## config.mk

```make
export PLATFORM = sky130hd
export DESIGN_NAME = simon_button_input_flat
export DESIGN_NICKNAME = d
export VERILOG_FILES = /design/src/rtl/simon_button_input_if.sv /design/src/rtl/simon_button_input.sv /design/src/flat_wrapper.sv
export SDC_FILE = /design/constraint.sdc
export NUM_CORES = 1
export LEC_CHECK = 0
export ABC_AREA = 1
export CAP_MARGIN = 10
export CORE_AREA = 2 2 60 90
export DETAILED_ROUTE_END_ITERATION = 12
export DIE_AREA = 0 0 62 92
export PLACE_DENSITY = 0.57
export SYNTH_ARGS = -nofsm -noshare
export SYNTH_HDL_FRONTEND = slang
export SYNTH_SLANG_ARGS = --single-unit
```

## constraint.sdc

```tcl
create_clock -name clk -period 5.65 [get_ports clk]
set_input_delay 1.695 -clock clk [delete_from_list [all_inputs] [get_ports clk]]
set_output_delay 1.695 -clock clk [all_outputs]
set_load 0.005 [all_outputs]
```

## src/rtl/simon_button_input_if.sv

```systemverilog
// Player-button bundle between the board buttons/Simon core and the button front end.
// The slave modport is the front end; the master modport is whatever drives it.
interface simon_button_input_if;
    logic [3:0] buttons;
    logic       simonTurn;
    logic       gameOver;
    logic [1:0] playerNum;
    logic       playerPressed;
    logic       multiPress;
    logic       stuck;

    modport master (
        output buttons, simonTurn, gameOver,
        input  playerNum, playerPressed, multiPress, stuck
    );

    modport slave (
        input  buttons, simonTurn, gameOver,
        output playerNum, playerPressed, multiPress, stuck
    );
endinterface

```

## src/rtl/simon_button_input.sv

```systemverilog
// Simon player-button front end: synchronise, debounce per button, then accept exactly
// one clean press at a time, rejecting chords, held-over input and stuck buttons.
module simon_button_input #(
    parameter int DEBOUNCE_TICKS = 3,
    parameter int MAX_HOLD_TICKS = 120
) (
    input  logic                  clk,
    input  logic                  reset,
    simon_button_input_if.slave   bif
);
    localparam int CW = $clog2(DEBOUNCE_TICKS + 1);
    localparam int HW = $clog2(MAX_HOLD_TICKS + 1);
    localparam logic [CW-1:0] CNT_LAST  = CW'(DEBOUNCE_TICKS - 1);
    localparam logic [HW-1:0] HOLD_LAST = HW'(MAX_HOLD_TICKS - 1);
    localparam logic [HW-1:0] HOLD_MAX  = HW'(MAX_HOLD_TICKS);

    typedef enum logic [1:0] {IDLE, PRESS, WAIT_REL, STUCK} state_t;

    logic [3:0] sync1_q;
    logic [3:0] bsync_q;
    logic [3:0] db;

    always_ff @(posedge clk) begin
        if (reset) begin
            sync1_q <= '0;
            bsync_q <= '0;
        end else begin
            sync1_q <= bif.buttons;
            bsync_q <= sync1_q;
        end
    end

    // Each bit debounces independently: the level flips only after a full run of mismatches.
    generate
        for (genvar gi = 0; gi < 4; gi++) begin : g_db
            logic          db_q;
            logic [CW-1:0] cnt_q;

            always_ff @(posedge clk) begin
                if (reset) begin
                    db_q  <= 1'b0;
                    cnt_q <= '0;
                end else if (bsync_q[gi] == db_q) begin
                    cnt_q <= '0;
                end else if (cnt_q == CNT_LAST) begin
                    db_q  <= ~db_q;
                    cnt_q <= '0;
                end else begin
                    cnt_q <= cnt_q + CW'(1);
                end
            end

            assign db[gi] = db_q;
        end
    endgenerate

    state_t        state_q, state_d;
    logic [1:0]    num_q, num_d;
    logic          pressed_q, pressed_d;
    logic          multi_q, multi_d;
    logic          stuck_q, stuck_d;
    logic [HW-1:0] hold_q, hold_d;
    logic          lock_q;
    logic          lock;
    logic [1:0]    db_idx;

    assign lock = bif.simonTurn | bif.gameOver;

    always_comb begin
        db_idx = '0;
        for (int i = 0; i < 4; i++) begin
            if (db[i]) db_idx = 2'(i);
        end
    end

    always_comb begin
        state_d   = state_q;
        num_d     = num_q;
        pressed_d = 1'b0;
        multi_d   = 1'b0;
        stuck_d   = 1'b0;
        hold_d    = hold_q;
        case (state_q)
            IDLE: begin
                if (!lock) begin
                    // A button still down as the lock falls was pressed during Simon's turn.
                    if (lock_q && db != 4'b0) begin
                        state_d = WAIT_REL;
                    end else if ($onehot(db)) begin
                        state_d   = PRESS;
                        num_d     = db_idx;
                        pressed_d = 1'b1;
                        hold_d    = '0;
                    end else if (db != 4'b0) begin
                        state_d = WAIT_REL;
                        multi_d = 1'b1;
                    end
                end
            end
            PRESS: begin
                pressed_d = 1'b1;
                hold_d    = (hold_q == HOLD_MAX) ? hold_q : hold_q + HW'(1);
                if (lock) begin
                    state_d   = WAIT_REL;
                    pressed_d = 1'b0;
                end else if (!db[num_q]) begin
                    state_d   = (db == 4'b0) ? IDLE : WAIT_REL;
                    pressed_d = 1'b0;
                end else if (hold_q == HOLD_LAST) begin
                    state_d   = STUCK;
                    pressed_d = 1'b0;
                    stuck_d   = 1'b1;
                end
            end
            WAIT_REL: begin
                if (db == 4'b0) state_d = IDLE;
            end
            STUCK: begin
                stuck_d = 1'b1;
                if (db == 4'b0) begin
                    state_d = IDLE;
                    stuck_d = 1'b0;
                end
            end
            default: state_d = IDLE;
        endcase
    end

    always_ff @(posedge clk) begin
        if (reset) begin
            state_q   <= IDLE;
            num_q     <= '0;
            pressed_q <= 1'b0;
            multi_q   <= 1'b0;
            stuck_q   <= 1'b0;
            hold_q    <= '0;
            lock_q    <= 1'b0;
        end else begin
            state_q   <= state_d;
            num_q     <= num_d;
            pressed_q <= pressed_d;
            multi_q   <= multi_d;
            stuck_q   <= stuck_d;
            hold_q    <= hold_d;
            lock_q    <= lock;
        end
    end

    assign bif.playerNum     = num_q;
    assign bif.playerPressed = pressed_q;
    assign bif.multiPress    = multi_q;
    assign bif.stuck         = stuck_q;
endmodule

```

## src/flat_wrapper.sv

```systemverilog
// flat-port wrapper written by rule: the top's interface ports become plain ports
module simon_button_input_flat 
#(
    parameter int DEBOUNCE_TICKS = 3,
    parameter int MAX_HOLD_TICKS = 120
)
  (clk, reset, bif_buttons, bif_simonTurn, bif_gameOver, bif_playerNum, bif_playerPressed, bif_multiPress, bif_stuck);
  simon_button_input_if bif_i ();
  input  logic clk;
  input  logic reset;
  input wire logic [$bits(bif_i.buttons)-1:0] bif_buttons;
  input wire logic [$bits(bif_i.simonTurn)-1:0] bif_simonTurn;
  input wire logic [$bits(bif_i.gameOver)-1:0] bif_gameOver;
  output wire logic [$bits(bif_i.playerNum)-1:0] bif_playerNum;
  output wire logic [$bits(bif_i.playerPressed)-1:0] bif_playerPressed;
  output wire logic [$bits(bif_i.multiPress)-1:0] bif_multiPress;
  output wire logic [$bits(bif_i.stuck)-1:0] bif_stuck;
  assign bif_i.buttons = bif_buttons;
  assign bif_i.simonTurn = bif_simonTurn;
  assign bif_i.gameOver = bif_gameOver;
  assign bif_playerNum = bif_i.playerNum;
  assign bif_playerPressed = bif_i.playerPressed;
  assign bif_multiPress = bif_i.multiPress;
  assign bif_stuck = bif_i.stuck;
  simon_button_input #(.DEBOUNCE_TICKS(DEBOUNCE_TICKS), .MAX_HOLD_TICKS(MAX_HOLD_TICKS)) u_core (.clk(clk), .reset(reset), .bif(bif_i));
endmodule
```

==> impl_metrics.env <==
export IMPL_status="completed"
export IMPL_fin_skew_ns=0.005869
export IMPL_hold_viol=0
export IMPL_yosys_area_share_simple_pct=26.81
export IMPL_ios=13
export IMPL_grt_use_met2_pct=20.57
export IMPL_met3_usage_pct=3.385
export IMPL_min_period_over_period_pct=53.89
export IMPL_synth_top_family_by_area="simple AND/OR/NAND/NOR gates"
export IMPL_grt_pass1_wl_microns=5368
export IMPL_synth_top_area_share_pct=42.17
export IMPL_layout_nets=266
export IMPL_p_int_w=0.0003762
export IMPL_antenna_cells=0
export IMPL_area_growth_pct=17.62
export IMPL_netSwitchingFraction_pct=22.09
export IMPL_synth_ff_type="dfxtp_1"
export IMPL_fin_setup_tns_ns=0
export IMPL_grt_ovfl_total=0
export IMPL_syn_num_nets=250
export IMPL_cts_resized=0
export IMPL_setup_ws_ns=2.605
export IMPL_arrival_ns=3.23
export IMPL_ys_seq_area_share_pct=42.17
export IMPL_via_per_inst=4.479
export IMPL_ant_nets=0
export IMPL_synth_edf_count=0
export IMPL_start_util_pct=33.20
export IMPL_synth_area_sq_um=1662
export IMPL_avgSynthCellArea_sq_um=7.224
export IMPL_root_buffer="clkbuf_8"
export IMPL_slew_violations=0
export IMPL_whs_ns=0.4017
export IMPL_cts_sink_count=35
export IMPL_slowest_delay_ns=0.94
export IMPL_core_area_sq_um=5005
export IMPL_period_needed_ns=3.045
export IMPL_drt_initial_drc_count=38
export IMPL_grt_antenna_before_repair=0
export IMPL_first_pass_iters=4
export IMPL_grt_busiest_layer="met2"
export IMPL_vias=1411
export IMPL_synthTopCellsByArea="dfxtp_1 (42%), nand2_1 (9.5%), inv_1 (9.0%), nor2_1 (8.8%), ha_1 (8.3%)"
export IMPL_async_flop_share_pct=0
export IMPL_clockBufferDepth=2
export IMPL_dpl_hpwl_microns=2224
export IMPL_p_leak_nw=0.8393
export IMPL_tightestPinTransition_ns=0.7241
export IMPL_ys_warn_count=0
export IMPL_clock_latency_ns=0.28
export IMPL_place_worst_setup_slack_ns=2.250
export IMPL_synthXorXnorAreaFrac_pct=0.5271
export IMPL_wl_per_cell_microns=9.451
export IMPL_setup_viol=0
export IMPL_critPathRequiredTime_ns=5.83
export IMPL_clkTransAtPathRegs_ns=0.07
export IMPL_ir_drop_v=0.0001583
export IMPL_drive_gt1_share_pct=6.073
export IMPL_synth_compound_area_share_pct=10.99
export IMPL_cp_max_fo=21
export IMPL_yosysTopAreaCell="dfxtp_1"
export IMPL_cts_buffers=5
export IMPL_crit_chain="clkdlybuf4s50_1 > inv_1 > nand4_1 > nor3_1"
export IMPL_syn_inst=230
export IMPL_cts_max_level=2
export IMPL_fmaxAchievable_ghz=0.3285
export IMPL_tritoncts="yes"
export IMPL_grt_max_degree=22
export IMPL_die_y_microns=92
export IMPL_critical_path_class="input pin to flip-flop"
export IMPL_synth_seq_cells=35
export IMPL_slew_headroom_pct=51.58
export IMPL_drt_wl_total_microns=2977
export IMPL_startpoint_type="input pin"
export IMPL_end_kind="flip-flop"
export IMPL_cts_hold_buf=0
export IMPL_synthAdderAreaFrac_pct=9.488
export IMPL_grt_util_all_layers_pct=12.55
export IMPL_grtUsageMet1_pct=13.22
export IMPL_drcViolationCount=0
export IMPL_timing_max_cap_violations=0
export IMPL_clkPwrFrac_pct=40.5
export IMPL_grt_pass1_vias=1372
export IMPL_cp_slowest_cell="clkdlybuf4s50_1"
export IMPL_hold_path_class="flip-flop to flip-flop"
export IMPL_gp_congestion=0.8176
export IMPL_post_cts_setup_buffers=0
export IMPL_p_per_area_nw_per_um2=247.0
export IMPL_die_w_microns=62
export IMPL_numPortBuffers=12
export IMPL_fill_cells=540
export IMPL_row_count=32
export IMPL_seqPwrFrac_pct=52.8
export IMPL_die_area_sq_um=5704
export IMPL_p_sw_w=0.0001066
export IMPL_rsz0062_at_grt="false"
export IMPL_ys_types=24
export IMPL_comb_power_share_pct=6.7
export IMPL_synthMuxAreaShare_pct=0
power by group through the flow:
stage	clock [W]	sequential [W]	combinational (W)
floorplan	0	0.000260	0.0000231
global placement	0	0.000260	0.0000329
detailed placement	0	0.000260	0.0000330
CTS	0.000204	0.000255	0.0000331
global route	0.000216	0.000255	0.0000379
finish	0.000196	0.000255	0.0000324
synth_stat cells, drive strengths merged, types with 3 or more instances:
master  instances
o211ai          4
o21ai          11
nand3          10
dfxtp          35
ha             11
a21oi          18
nand2          45
nand4           3
nor2           42
inv            41
cells by family after synthesis:
family,count (synthesis)
and+or+nand+nor,104
xor gates and xnor gates,1
adders and majority gates,12
buffers and inverters,44
DFF,35
AOI/OAI and AO/OA,34
critical path, delay by kind of cell:
family                 cells  cell delay [ns]
AND/OR/NAND/NOR            2             0.23
buffers and inverters      2             1.29
through the flow:
| step | cells | cell area [sq um] | util, % | power (W) |
|---|---|---|---|---|
| 2_1_floorplan | 230 | 1662 | - | 0.0002829 |
| 3_3_place_gp | 307 | 1854 | 37.05 | 0.0002933 |
| 3_5_place_dp | 307 | 1854 | 37.05 | 0.0002935 |
| 4_1_cts | 315 | 1954 | 39.05 | 0.0004916 |
| 5_1_grt | 315 | 1954 | 39.05 | 0.0005092 |
| 6_report | 315 | 1954 | 39.05 | 0.0004828 |
layout by cell type, fill, tap and decap left out:
master	instances
nand2_1	42
inv_1	40
nor2_1	39
dfxtp_1	35
a21oi_1	18
clkdlybuf4s50_1	12
ha_1	11
o21ai_0	10
nand3_1	9
clkbuf_8	7
o211ai_1	4
nand2_2	3
nand4_1	3
nor2_2	2
nand3b_1	2
nor3_1	2
inv_2	1
nor2_4	1
nand3_2	1
o21bai_1	1
xor2_1	1
o21ai_1	1
fa_1	1
clkbuf_1	1
flip-flops by register name, indices dropped and copies added, names as in the netlist:
register,count
u_core.bif.playerPressed,1
u_core.g_db.cnt_q,8
u_core.g_db.db_q,4
u_core.bif.multiPress,1
u_core.bif.playerNum,2
u_core.lock_q,1
u_core.bsync_q,4
u_core.sync1_q,4
u_core.state_q,2
u_core.hold_q,7
u_core.bif.stuck,1
path summary, 6_finish.rpt:
path | startpoint | to | slack (ns) | cells past startpoint
hold reg to reg | u_core.sync1_q[3] | u_core.bsync_q[3] | 0.40 | 2
setup / recovery | reset | u_core.bif.multiPress | 2.61 | 4
hold / removal | u_core.sync1_q[3] | u_core.bsync_q[3] | 0.40 | 2
setup reg to reg | u_core.g_db[1].db_q | u_core.hold_q[1] | 3.29 | 10
cell type report:
type,count,area (sq um),area share [%]
multi-input cells,151,794.5,40.65
flip-flops and latches,35,700.7,35.85
inverters,41,153.9,7.875
repair buffers,12,120.1,6.146
clock buffers,8,100.1,5.122
well taps,68,85.08,4.353
routing by layer:
layer  wire [microns]  part of all wire [%]
met1             1275                    43
met2             1477                    50
met3               92                   3.1
met4              130                   4.4
met5                0                     0
Note: power is estimated with default switching activity, not from simulation.
==> RTL change (config.mk and constraints unchanged) <==
Re-encode `state_t` (4 states) as one-hot, 4 bits wide.
--- a/src/rtl/simon_button_input.sv
+++ b/src/rtl/simon_button_input.sv
@@ -15,5 +15,5 @@
     localparam logic [HW-1:0] HOLD_MAX  = HW'(MAX_HOLD_TICKS);
 
-    typedef enum logic [1:0] {IDLE, PRESS, WAIT_REL, STUCK} state_t;
+    typedef enum logic [3:0] {IDLE = 4'b0001, PRESS = 4'b0010, WAIT_REL = 4'b0100, STUCK = 4'b1000} state_t;
 
     logic [3:0] sync1_q;
Function: same outputs for any inputs over 10 cycles, from zero or initial values and one cycle with reset high; not proved beyond that.
==> RTL change against the unedited design <==
  * Area after synthesis is 8.7% higher
  * Die area is the same
  * Worst setup slack improved by 0.044 ns
  * Power rose by 25%
  * First-iteration DRC count up 11%
  * Sequential power grew 7%
  * Sequential cell count up 2
  * Design area grew 9.3%
  * Sequential share of layout area fell by 1.2 points
  * Routed wire length up 13%
==> RTL change: results (changes against the unedited design) <==
Synthesis
  – Ranking of synthesized cells by area: dfxtp_1 (41%), nand2_1 (11%), inv_1 (8.9%), nor2_1 (8.3%), ha_1 (7.6%)
  – Post-Syn Instances: 251 (+9.1%)
  – Syn nets: 271 (+8.4%)
  – Post-synth top cells: nand2_1 (55), inv_1 (43), nor2_1 (40), dfxtp_1 (37), a21oi_1 (21)
  – Number of synthesis warnings: 0 (unchanged)
  – Sequential area share after synthesis: 41.0% (-1.2 points)

Layout
  – Share of post-route cells with drive strength above 1: 7.06% (+0.99 points)
  – Final Cell Area: 0.00214 mm2 (+9.3%)
  – Nets: 288 (+8.3%)
  – FILL cells: 541 (+0.19%)

Clock tree
  – Clk slew on worst S/H paths: 0.08 ns
  – Clock latency on the worst-skew pair: 0.29 ns
  – Clk buf depth: 2 (unchanged)
  – H-tree Lvls: 2 (unchanged)
  – Resized Gates After CTS: 0 (unchanged)

Detailed routing
  – Final WL: 3.35 mm (+13%)
  – DR vias/cell: 4.44 (-0.96%)
  – Wirelength per Cell: 9.94 um (+5.2%)
  – Drt initial violations: 42 (+11%)

STA
  – Clock Skew: 0.00888 ns (+0.00301 ns)
  – Fin Hold WS: 0.402 ns (+0.000768 ns)
  – Final Cycle Share: 53.1% (-0.77 points)
  – Slew @ Worst Pin: 0.876 ns (+0.151 ns)

Placement
  – Setup Slack @ Placement: 2.32 ns (+0.0752 ns)
  – Port buffer count: 12 (unchanged)
  – Placed inst area: 0.00200 mm2 (+8.0%)
  – RePlAce Congestion: 0.754 (-7.8%)
  – Dpl hpwl: 2.49 mm (+12%)
  – Placed Cells incl. Taps: 329 (+7.2%)

Setup path
  – Crit path max fanout: 24 (+14%)
  – Worst EP arrival: 3.17 ns (-0.06 ns)
  – Reg-to-Reg End: u_core.hold_q[5]$_SDFFE_PP0P_
  – Register-to-register setup slack: 3.20 ns (-0.09 ns)
  – Slowest Stage Delay on Critical Path: 1.04 ns (+0.10 ns)
  – Worst reg-to-reg path cell count: 10 (unchanged)
  – Setup crit end: u_core.bif.playerNum[0]$_SDFFE_PP0P_

Global routing
  – First-pass GRT wire length: 6.07 mm (+13%)
  – Largest net degree at the start of global routing: 25 (+14%)
  – Initial antenna violation count: 0 (unchanged)
  – Overall routing resource usage: 14.1% (+1.6 points)
  – Vias in the first global route: 1458 (+6.3%)

Pwr
  – Switch share: 23.1% (+1.0 points)
  – Peak VDD IR: 0.178 mV (+13%)
  – Leak Pwr: 0.910 nW (+8.4%)

Hold path
  – Hold Path End: u_core.bsync_q[1]$_SDFF_PP0_
  – Hold Startpoint: u_core.sync1_q[1]$_SDFF_PP0_

Status
  – Run status: completed
-- RTL change: changes by cell type in the layout (fill, tap and decap cells not counted), moves of 2 or more --
| cell | change |
|---|---|
| a21oi_1 | +3 |
| bufinv_16 | +2 |
| clkbuf_8 | -2 |
| dfxtp_1 | +2 |
| inv_1 | +3 |
| nand2_1 | +13 |
| nand2_2 | +2 |
| nand3b_1 | -2 |
| nor3_1 | -2 |
| o21ai_0 | -2 |
-- RTL change: area by class of cell --
cell class / count / share of cell area [%]
inverters: 44 / 7.73
flip-flops and latches: 37 / 34.7
clock inverters: 3 / 3.04
well taps: 68 / 3.98
repair buffers: 12 / 5.62
clock buffers: 5 / 3.22
multi-input cells: 168 / 41.7
-- RTL change: kinds of logic after synthesis --
| kind of cell | synth area share, % |
|---|---|
| flops | 41.0 |
| xor+xnor | 0.970 |
| fa+ha+maj | 8.73 |
| compound gates | 9.70 |
| buf+inv | 9.63 |
| simple gates | 30.0 |
-- RTL change: routing by layer --
layer / global-route usage, % / wire length [um] / vias to the layer above
li1: - / - / 813
met4: 5.85 / 72 / 0
met3: 3.39 / 130 / 7
met2: 23.1 / 1650 / 21
met5: 0 / 0 / -
met1: 17.0 / 1500 / 654
-- RTL change: power groups by stage --
stage               combinational, mW  clock (mW)  sequential (mW)
finish                         0.0567       0.273            0.274
global route                   0.0651       0.291            0.275
global placement               0.0574           0            0.280
CTS                            0.0581       0.280            0.274
floorplan                      0.0429           0            0.279
detailed placement             0.0579           0            0.280
-- RTL change: worst reg2reg max path, delay by kind of cell (launching register included) --
family	cells	cell delay, ns
adder cells (fa/ha/maj)	3	0.86
AND/OR/NAND/NOR	5	0.86
flip-flops	1	0.41
AO/OA/AOI/OAI	1	0.06
buffers and inverters	1	0.11
